==> config.mk <==
export PLATFORM = sky130hd
export DESIGN_NAME = tag_lookup_ctrl
export DESIGN_NICKNAME = d
export VERILOG_FILES = /design/src/rtl/tag_lookup_ctrl.sv
export SDC_FILE = /design/constraint.sdc
export NUM_CORES = 1
export LEC_CHECK = 0
export CORE_MARGIN = 3
export CORE_UTILIZATION = 47
export CTS_BUF_LIST = sky130_fd_sc_hd__clkbuf_16
export CTS_CLUSTER_DIAMETER = 40
export DETAILED_ROUTE_END_ITERATION = 10
export GPL_ROUTABILITY_DRIVEN = 1
export HOLD_SLACK_MARGIN = 0.02
export PLACE_DENSITY = 0.92
export SYNTH_ARGS = -nofsm -noshare
export SYNTH_HDL_FRONTEND = slang
export SYNTH_SLANG_ARGS = --single-unit
==> constraint.sdc <==
create_clock -name clock -period 3 [get_ports clock]
set_input_delay 0.6 -clock clock [delete_from_list [all_inputs] [get_ports clock]]
set_output_delay 0.6 -clock clock [all_outputs]
set_load 0.02 [all_outputs]
==> src/rtl/tag_lookup_ctrl.sv <==
// tag_lookup_ctrl
//   Lookup/allocate controller in front of a synchronous-read tag RAM.
//   A request reads the entry at req_index, compares {valid, tag} against
//   req_tag, and on a miss with req_alloc writes {1, req_tag} back. A flush
//   walks every index and writes zero, invalidating the whole array.
//
// Ports
//   clock, reset_n          : clock and asynchronous active-low reset
//   req_valid/ready         : request handshake; req_index, req_tag, req_alloc
//   flush                   : invalidate all entries (honoured only in IDLE)
//   resp_valid/ready        : response handshake; resp_hit carries the result
//   busy                    : controller is not IDLE
//   ram_addr/din/we/dout    : tag RAM port; dout is valid the cycle after addr
//
// state   | meaning
// IDLE    | waiting for a request or a flush
// ISSUE   | latched index on ram_addr, RAM registers it
// COMPARE | ram_dout valid, evaluate hit
// FILL    | one-cycle write of {1, tag} after an allocating miss
// RESP    | resp_valid held until resp_ready
// FLUSH   | write zero at counter, one entry per cycle

module tag_lookup_ctrl #(
   parameter  int AWIDTH = 3,
   parameter  int TWIDTH = 6,
   localparam int DWIDTH = TWIDTH + 1
) (
   input  logic              clock,
   input  logic              reset_n,
   input  logic              req_valid,
   output logic              req_ready,
   input  logic [AWIDTH-1:0] req_index,
   input  logic [TWIDTH-1:0] req_tag,
   input  logic              req_alloc,
   input  logic              flush,
   output logic              resp_valid,
   input  logic              resp_ready,
   output logic              resp_hit,
   output logic              busy,
   output logic [AWIDTH-1:0] ram_addr,
   output logic [DWIDTH-1:0] ram_din,
   output logic              ram_we,
   input  logic [DWIDTH-1:0] ram_dout
);

   localparam logic [2:0] ST_IDLE    = 3'd0;
   localparam logic [2:0] ST_ISSUE   = 3'd1;
   localparam logic [2:0] ST_COMPARE = 3'd2;
   localparam logic [2:0] ST_FILL    = 3'd3;
   localparam logic [2:0] ST_RESP    = 3'd4;
   localparam logic [2:0] ST_FLUSH   = 3'd5;

   logic [2:0]        state_q, state_d;
   logic [AWIDTH-1:0] idx_q, idx_d;
   logic [TWIDTH-1:0] tag_q, tag_d;
   logic              alloc_q, alloc_d;
   logic              hit_q, hit_d;
   logic [AWIDTH-1:0] cnt_q, cnt_d;
   logic              hit_now;

   assign hit_now = ram_dout[TWIDTH] && (ram_dout[TWIDTH-1:0] == tag_q);

   always_comb begin
      state_d = state_q;
      idx_d   = idx_q;
      tag_d   = tag_q;
      alloc_d = alloc_q;
      hit_d   = hit_q;
      cnt_d   = cnt_q;
      case (state_q)
         ST_IDLE: begin
            // flush wins over a simultaneous request
            if (flush) begin
               state_d = ST_FLUSH;
               cnt_d   = '0;
            end else if (req_valid) begin
               state_d = ST_ISSUE;
               idx_d   = req_index;
               tag_d   = req_tag;
               alloc_d = req_alloc;
               hit_d   = 1'b0;
            end
         end
         ST_ISSUE: state_d = ST_COMPARE;
         ST_COMPARE: begin
            hit_d   = hit_now;
            state_d = (!hit_now && alloc_q) ? ST_FILL : ST_RESP;
         end
         ST_FILL: state_d = ST_RESP;
         ST_RESP: begin
            if (resp_ready) state_d = ST_IDLE;
         end
         ST_FLUSH: begin
            cnt_d = cnt_q + 1'b1;
            // all-ones counter is the last entry
            if (&cnt_q) state_d = ST_IDLE;
         end
         default: state_d = ST_IDLE;
      endcase
   end

   always_ff @(posedge clock or negedge reset_n) begin
      if (!reset_n) begin
         state_q <= ST_IDLE;
         idx_q   <= '0;
         tag_q   <= '0;
         alloc_q <= 1'b0;
         hit_q   <= 1'b0;
         cnt_q   <= '0;
      end else begin
         state_q <= state_d;
         idx_q   <= idx_d;
         tag_q   <= tag_d;
         alloc_q <= alloc_d;
         hit_q   <= hit_d;
         cnt_q   <= cnt_d;
      end
   end

   // RAM port decodes only from state and latched fields, so reset
   // forces it quiet immediately.
   always_comb begin
      ram_we   = (state_q == ST_FILL) || (state_q == ST_FLUSH);
      ram_addr = '0;
      ram_din  = '0;
      if (state_q == ST_FLUSH) begin
         ram_addr = cnt_q;
      end else if ((state_q == ST_ISSUE) || (state_q == ST_FILL)) begin
         ram_addr = idx_q;
      end
      if (state_q == ST_FILL) ram_din = {1'b1, tag_q};
   end

   assign req_ready  = (state_q == ST_IDLE) && !flush;
   assign resp_valid = (state_q == ST_RESP);
   assign resp_hit   = hit_q;
   assign busy       = (state_q != ST_IDLE);

endmodule
# After elaboration in Yosys (flattened, before gate mapping)
# Cells that the tools add are included.
# word_totals
latch_bits,0
inputBits,22
word_cells,50
mem_count,0
ff_bits,17
mem_bits_ro,0
mem_bits_rw,0
# op_classes
n_mul,0
bitwise,1
order_cmp,0
n_div,0
muxes,14
n_addsub,1
shift,0
eq_ne,12
reduce_logical,16
# ops
op,n
$mux 3,8
$pmux 3 s6,1
$reduce_and 3->1,4
$ne 2x2->1 const B,4
$mux 7,1
$eq 3x2->1 const B,2
$eq 3x3->1 const B,2
$eq 6x6->1,1
$pmux 3 s2,1
$reduce_bool 2->1,2
$add 3x1->3 const B,1
$eq 3x1->1 const B,1
$logic_and 1x1->1,3
$logic_not 3->1,1
$ne 3x3->1 const B,1
$reduce_bool 3->1,1
$logic_not 1->1,2
$logic_or 1x1->1,2
$mux 1,2
$ne 2x1->1 const B,1
$pmux 1 s2,1
$reduce_and 2->1,1
$not 1->1,1

# Longest topological paths before layout
# depth
ltp_word,6
depth_mapped,6
ltp_nobuf,5

# Least setup slack after synthesis
# Ideal clock, no wire load.
# synth_timing
path_type,reg-to-output
startpoint,reg state_q[2]
endpoint,out ram_din[0]
path_stages_with_launch,4
t_arrival_ns,1.663
required_time_ns,2.400
setup_slack_ns,0.737
cell_sequence,dfrtp_1 -> clkbuf_1 -> nor3b_1 -> and2_1
# synth_between
elab_chain_cells,2
# synth_lines
element,line_no,rtl
start: declaration,53,"logic [2:0] state_q, state_d;"
start signal: assignment,111,state_q <= state_d;
$eq 3x2->1,131,"if (state_q == ST_FILL) ram_din = {1'b1, tag_q};"
$mux 7,131,
end: declaration,41,"output logic [DWIDTH-1:0] ram_din,"
# No other way between the ends.

# Worst setup path in the final report
# layout_timing
startpoint,reg state_q[0]
endpoint,out ram_din[5]
# Same word-level chain as after synthesis.

==> summary.log <==
INFO  cts            clk_transition_reported_paths=0.05ns
INFO  drt            dr_pass1_iterations=4
INFO  sta            final_critical_period=2.66ns
INFO  sta            finClkSkew=0.00416ns
INFO  floorplanning  die_width=52.0um
INFO  sta            max-slew-margin-rel=49.5%
INFO  layout         flow.area_growth_from_synthesis=45.2%
INFO  critical_path  worst_ep_required_time=2.40ns
INFO  floorplanning  ios=37
INFO  sta            slew_violations=0
INFO  sta            worst_pin_slew=0.755ns
INFO  critical_path  critPathCaptureType=output port
INFO  floorplanning  chipHeight=52.0um
INFO  critical_path  category_of_the_critical_setup_timing_path=reg -> out
INFO  cts            clkLatencyLatePin=0.24ns
INFO  sta            post-route-period-util=88.7%
INFO  drt            drt-wirelength-per-cell=14.8um
INFO  sta            hold_viol_final=0
INFO  status         outcome=finished clean
INFO  power_and_ir_drop power.share.combinational=46.3%
INFO  cts            post-cts-setup-buffers=0
INFO  hold_path      path_class_of_the_lowest_slack_min_delay_path=reg -> reg
INFO  critical_path  critical_path.max_fanout=8
INFO  placed_design  post-dp-hpwl=1.67mm
INFO  floorplanning  row_count=16
INFO  synth          mappedNetlistArea=996um^2
INFO  cts            ctsHoldBuffers=0
INFO  placed_design  preCtsSetupSlack=0.502ns
INFO  power_and_ir_drop power_leakage=0.000629uW
INFO  synth          syn_area_per_cell=11.1um^2
INFO  synth          synth.top_cell.area_share=42.7%
INFO  cts            cts_sinks=17
INFO  synth          yosys.cell_types.count=31
INFO  critical_path  cp_slowest_cell=clkdlybuf4s50_1
INFO  placed_design  placer_congestion_estimate=0.773
INFO  floorplanning  initial_core_util=50.3%
INFO  synth          gate_count_post_synth=90
INFO  layout         layout_cell_share_with_drive_strength_beyond_1=15.7%
INFO  power_and_ir_drop sw_frac_of_total=35.5%
INFO  critical_path  worst-endpoint-arrival=2.06ns
INFO  cts            max_clock_buf_depth=2
INFO  critical_path  crit_chain=inv_1 -> nor3b_1 -> buf_4 -> and2_1 -> clkdlybuf4s50_1
INFO  cts            cts_repair_resize_count=0
INFO  synth          ys_ff_latch=17
INFO  synth          syn-num-nets=114
INFO  flow_run       drv.max_cap_violation_count=0
INFO  global_routing globalRouteTotalUtil=19.4%
INFO  hold_path      worstHoldPathCells=1
INFO  drt            drt_wl_total=2.29mm
INFO  synth          yosys_warnings=0
INFO  placed_design  port-buffer-count=36
INFO  power_and_ir_drop switching_power=478uW
INFO  critical_path  rr_worst_depth=4
INFO  global_routing gr-total-overflow=0
INFO  global_routing antenna_found_initial=0
INFO  synth          synth.largest_area_cell=dfrtp_1
INFO  critical_path  timing.critical_path.from_type=flop
INFO  power_and_ir_drop vdd_drop_max=568uV
INFO  cts            tritoncts=done
INFO  global_routing grt_first_pass_wirelength=3.88mm
INFO  sta            count_of_final_setup_violators=0
INFO  global_routing via_count_of_the_first_global_routing_pass=886
INFO  power_and_ir_drop cellPowerDensity=932nW/um^2
INFO  floorplanning  core_area=1980um^2
INFO  synth          synth.area.top_cells=dfrtp_1, mux2_4, a21oi_1
INFO  sta            setup_repair_after_global_routing_missed_its_margin=false
INFO  critical_path  worst_path_largest_cell_delay=0.61ns
INFO  layout         final_nets=152
INFO  drt            routed_vias=800
INFO  power_and_ir_drop power_frac_seq=34.7%
INFO  drt            routed_via_density=5.19
INFO  sta            timing.setup.tns=0ns
INFO  synth          register_area_share_after_synthesis=42.7%
INFO  floorplanning  die_area=2710um^2
INFO  cts            tritoncts.num_buffers=3
INFO  drt            ant_nets=0
INFO  cts            clock_tree.htree_level_count=1
INFO  layout         antenna-diode-count=0
INFO  power_and_ir_drop power_frac_clock=19.0%
INFO  drt            drc_errors=0
INFO  sta            setup_ws=0.339ns
INFO  global_routing grt_start_max_net_pins=18
INFO  power_and_ir_drop power_report.internal_total=870uW
INFO  cts            clk_root_buffer_cell=clkbuf_16
INFO  drt            dr.first_iter.drc_count=17
INFO  sta            timing.fmax=376MHz
-- path summary, 6_finish.rpt --
| check | start | end | slack, ns |
|---|---|---|---|
| min | idx_q[2]$_DFFE_PN0P_ | idx_q[2]$_DFFE_PN0P_ | 0.51 |
| max reg2reg | state_q[1]$_DFFE_PN0P_ | tag_q[2]$_DFFE_PN0P_ | 1.17 |
| min reg2reg | idx_q[2]$_DFFE_PN0P_ | idx_q[2]$_DFFE_PN0P_ | 0.51 |
| max in group asynchronous | reset_n | tag_q[1]$_DFFE_PN0P_ | 1.72 |
| max | state_q[0]$_DFFE_PN0P_ | ram_din[5] | 0.34 |
| min in group asynchronous | reset_n | tag_q[4]$_DFFE_PN0P_ | 0.81 |
-- area by class of cell --
cell class / instances / area (um^2)
Clock inverter: 1 / 3.75
Multi-Input combinational cell: 68 / 537
Timing Repair Buffer: 37 / 368
Fill cell: 138 / 536
Clock buffer: 3 / 75.1
Inverter: 1 / 3.75
Sequential cell: 17 / 425
Tap cell: 27 / 33.8
-- state kept, by name (all words and copies together), names as in the netlist --
register and flops:
cnt_q 3, resp_hit 1, idx_q 3, state_q 3, alloc_q 1, tag_q 6
-- cell usage after synthesis --
cell type / number
o31a_2: 1
and3_2: 1
a32o_1: 1
nand2_1: 2
nor2_1: 8
nor2b_1: 4
xor2_1: 3
a21oi_1: 8
nand2_2: 1
and2_1: 6
ha_1: 2
mux2_2: 2
inv_1: 1
nor3b_1: 1
o21a_1: 1
nor4_1: 1
mux2_4: 9
nand3_1: 1
clkbuf_1: 2
nand4_1: 1
nand2b_1: 2
or3_4: 1
buf_6: 2
o22ai_1: 2
o32ai_1: 1
a21boi_0: 1
xnor2_1: 3
dfrtp_1: 17
o22a_1: 3
nor2_4: 1
o21ai_0: 1
-- cell families after synthesis --
group / Yosys count / synth area share (%)
XOR/XNOR: 6 / 5.28
AND/OR/NAND/NOR: 30 / 17.5
buffers and inverters: 5 / 3.39
multiplexers: 11 / 15.8
flip-flops: 17 / 42.7
AO/OA/AOI/OAI: 19 / 12.8
adder cells (fa/ha/maj): 2 / 2.51
-- worst max-delay path, delay by kind of cell, from the launching register on --
kind                   cells  cell delay [ns]
buffers and inverters      3             0.97
DFF                        1             0.47
and+or+nand+nor            2             0.38
-- placed cells by master (no fill, tap or decap), types with 2 or more instances in the layout --
cell type	instances
dfrtp_1	17
nor2_1	8
a21oi_1	8
mux2_2	2
xor2_1	3
mux2_4	9
o22ai_1	2
clkbuf_16	3
clkdlybuf4s50_1	36
o22a_1	3
nor2b_1	4
nand2b_1	2
xnor2_1	3
and2_1	6
inv_1	2
nand2_1	2
ha_1	2
-- metal layers --
metal | track usage [%] | routed length (um) | vias up
met4 | 3.93 | 0 | 0
met3 | 4.30 | 128 | 0
met5 | 0 | 0 | -
met2 | 35.6 | 1180 | 29
met1 | 22.8 | 982 | 381
li1 | - | - | 390
-- stage by stage --
| step | hold slack (ns) | power [uW] | std cells | instance area (um^2) | util, % |
|---|---|---|---|---|---|
| 2_1_floorplan | 0.304 | 888 | 90 | 996 | - |
| 3_3_place_gp | 0.490 | 1060 | 150 | 1370 | 69.0 |
| 3_5_place_dp | 0.502 | 1090 | 150 | 1370 | 69.0 |
| 4_1_cts | 0.514 | 1350 | 154 | 1450 | 73.0 |
| 5_1_grt | 0.526 | 1430 | 154 | 1450 | 73.0 |
| 6_report | 0.513 | 1350 | 154 | 1450 | 73.0 |
-- power by group through the flow --
stage | Clock, uW | Combinational [uW] | Sequential [uW]
after detailed placement | 0 | 625 | 461
final | 256 | 625 | 468
after global placement | 0 | 602 | 455
after global routing | 272 | 681 | 481
after CTS | 260 | 629 | 462
after floorplan | 0 | 486 | 402
(Power assumes the default switching activity.)
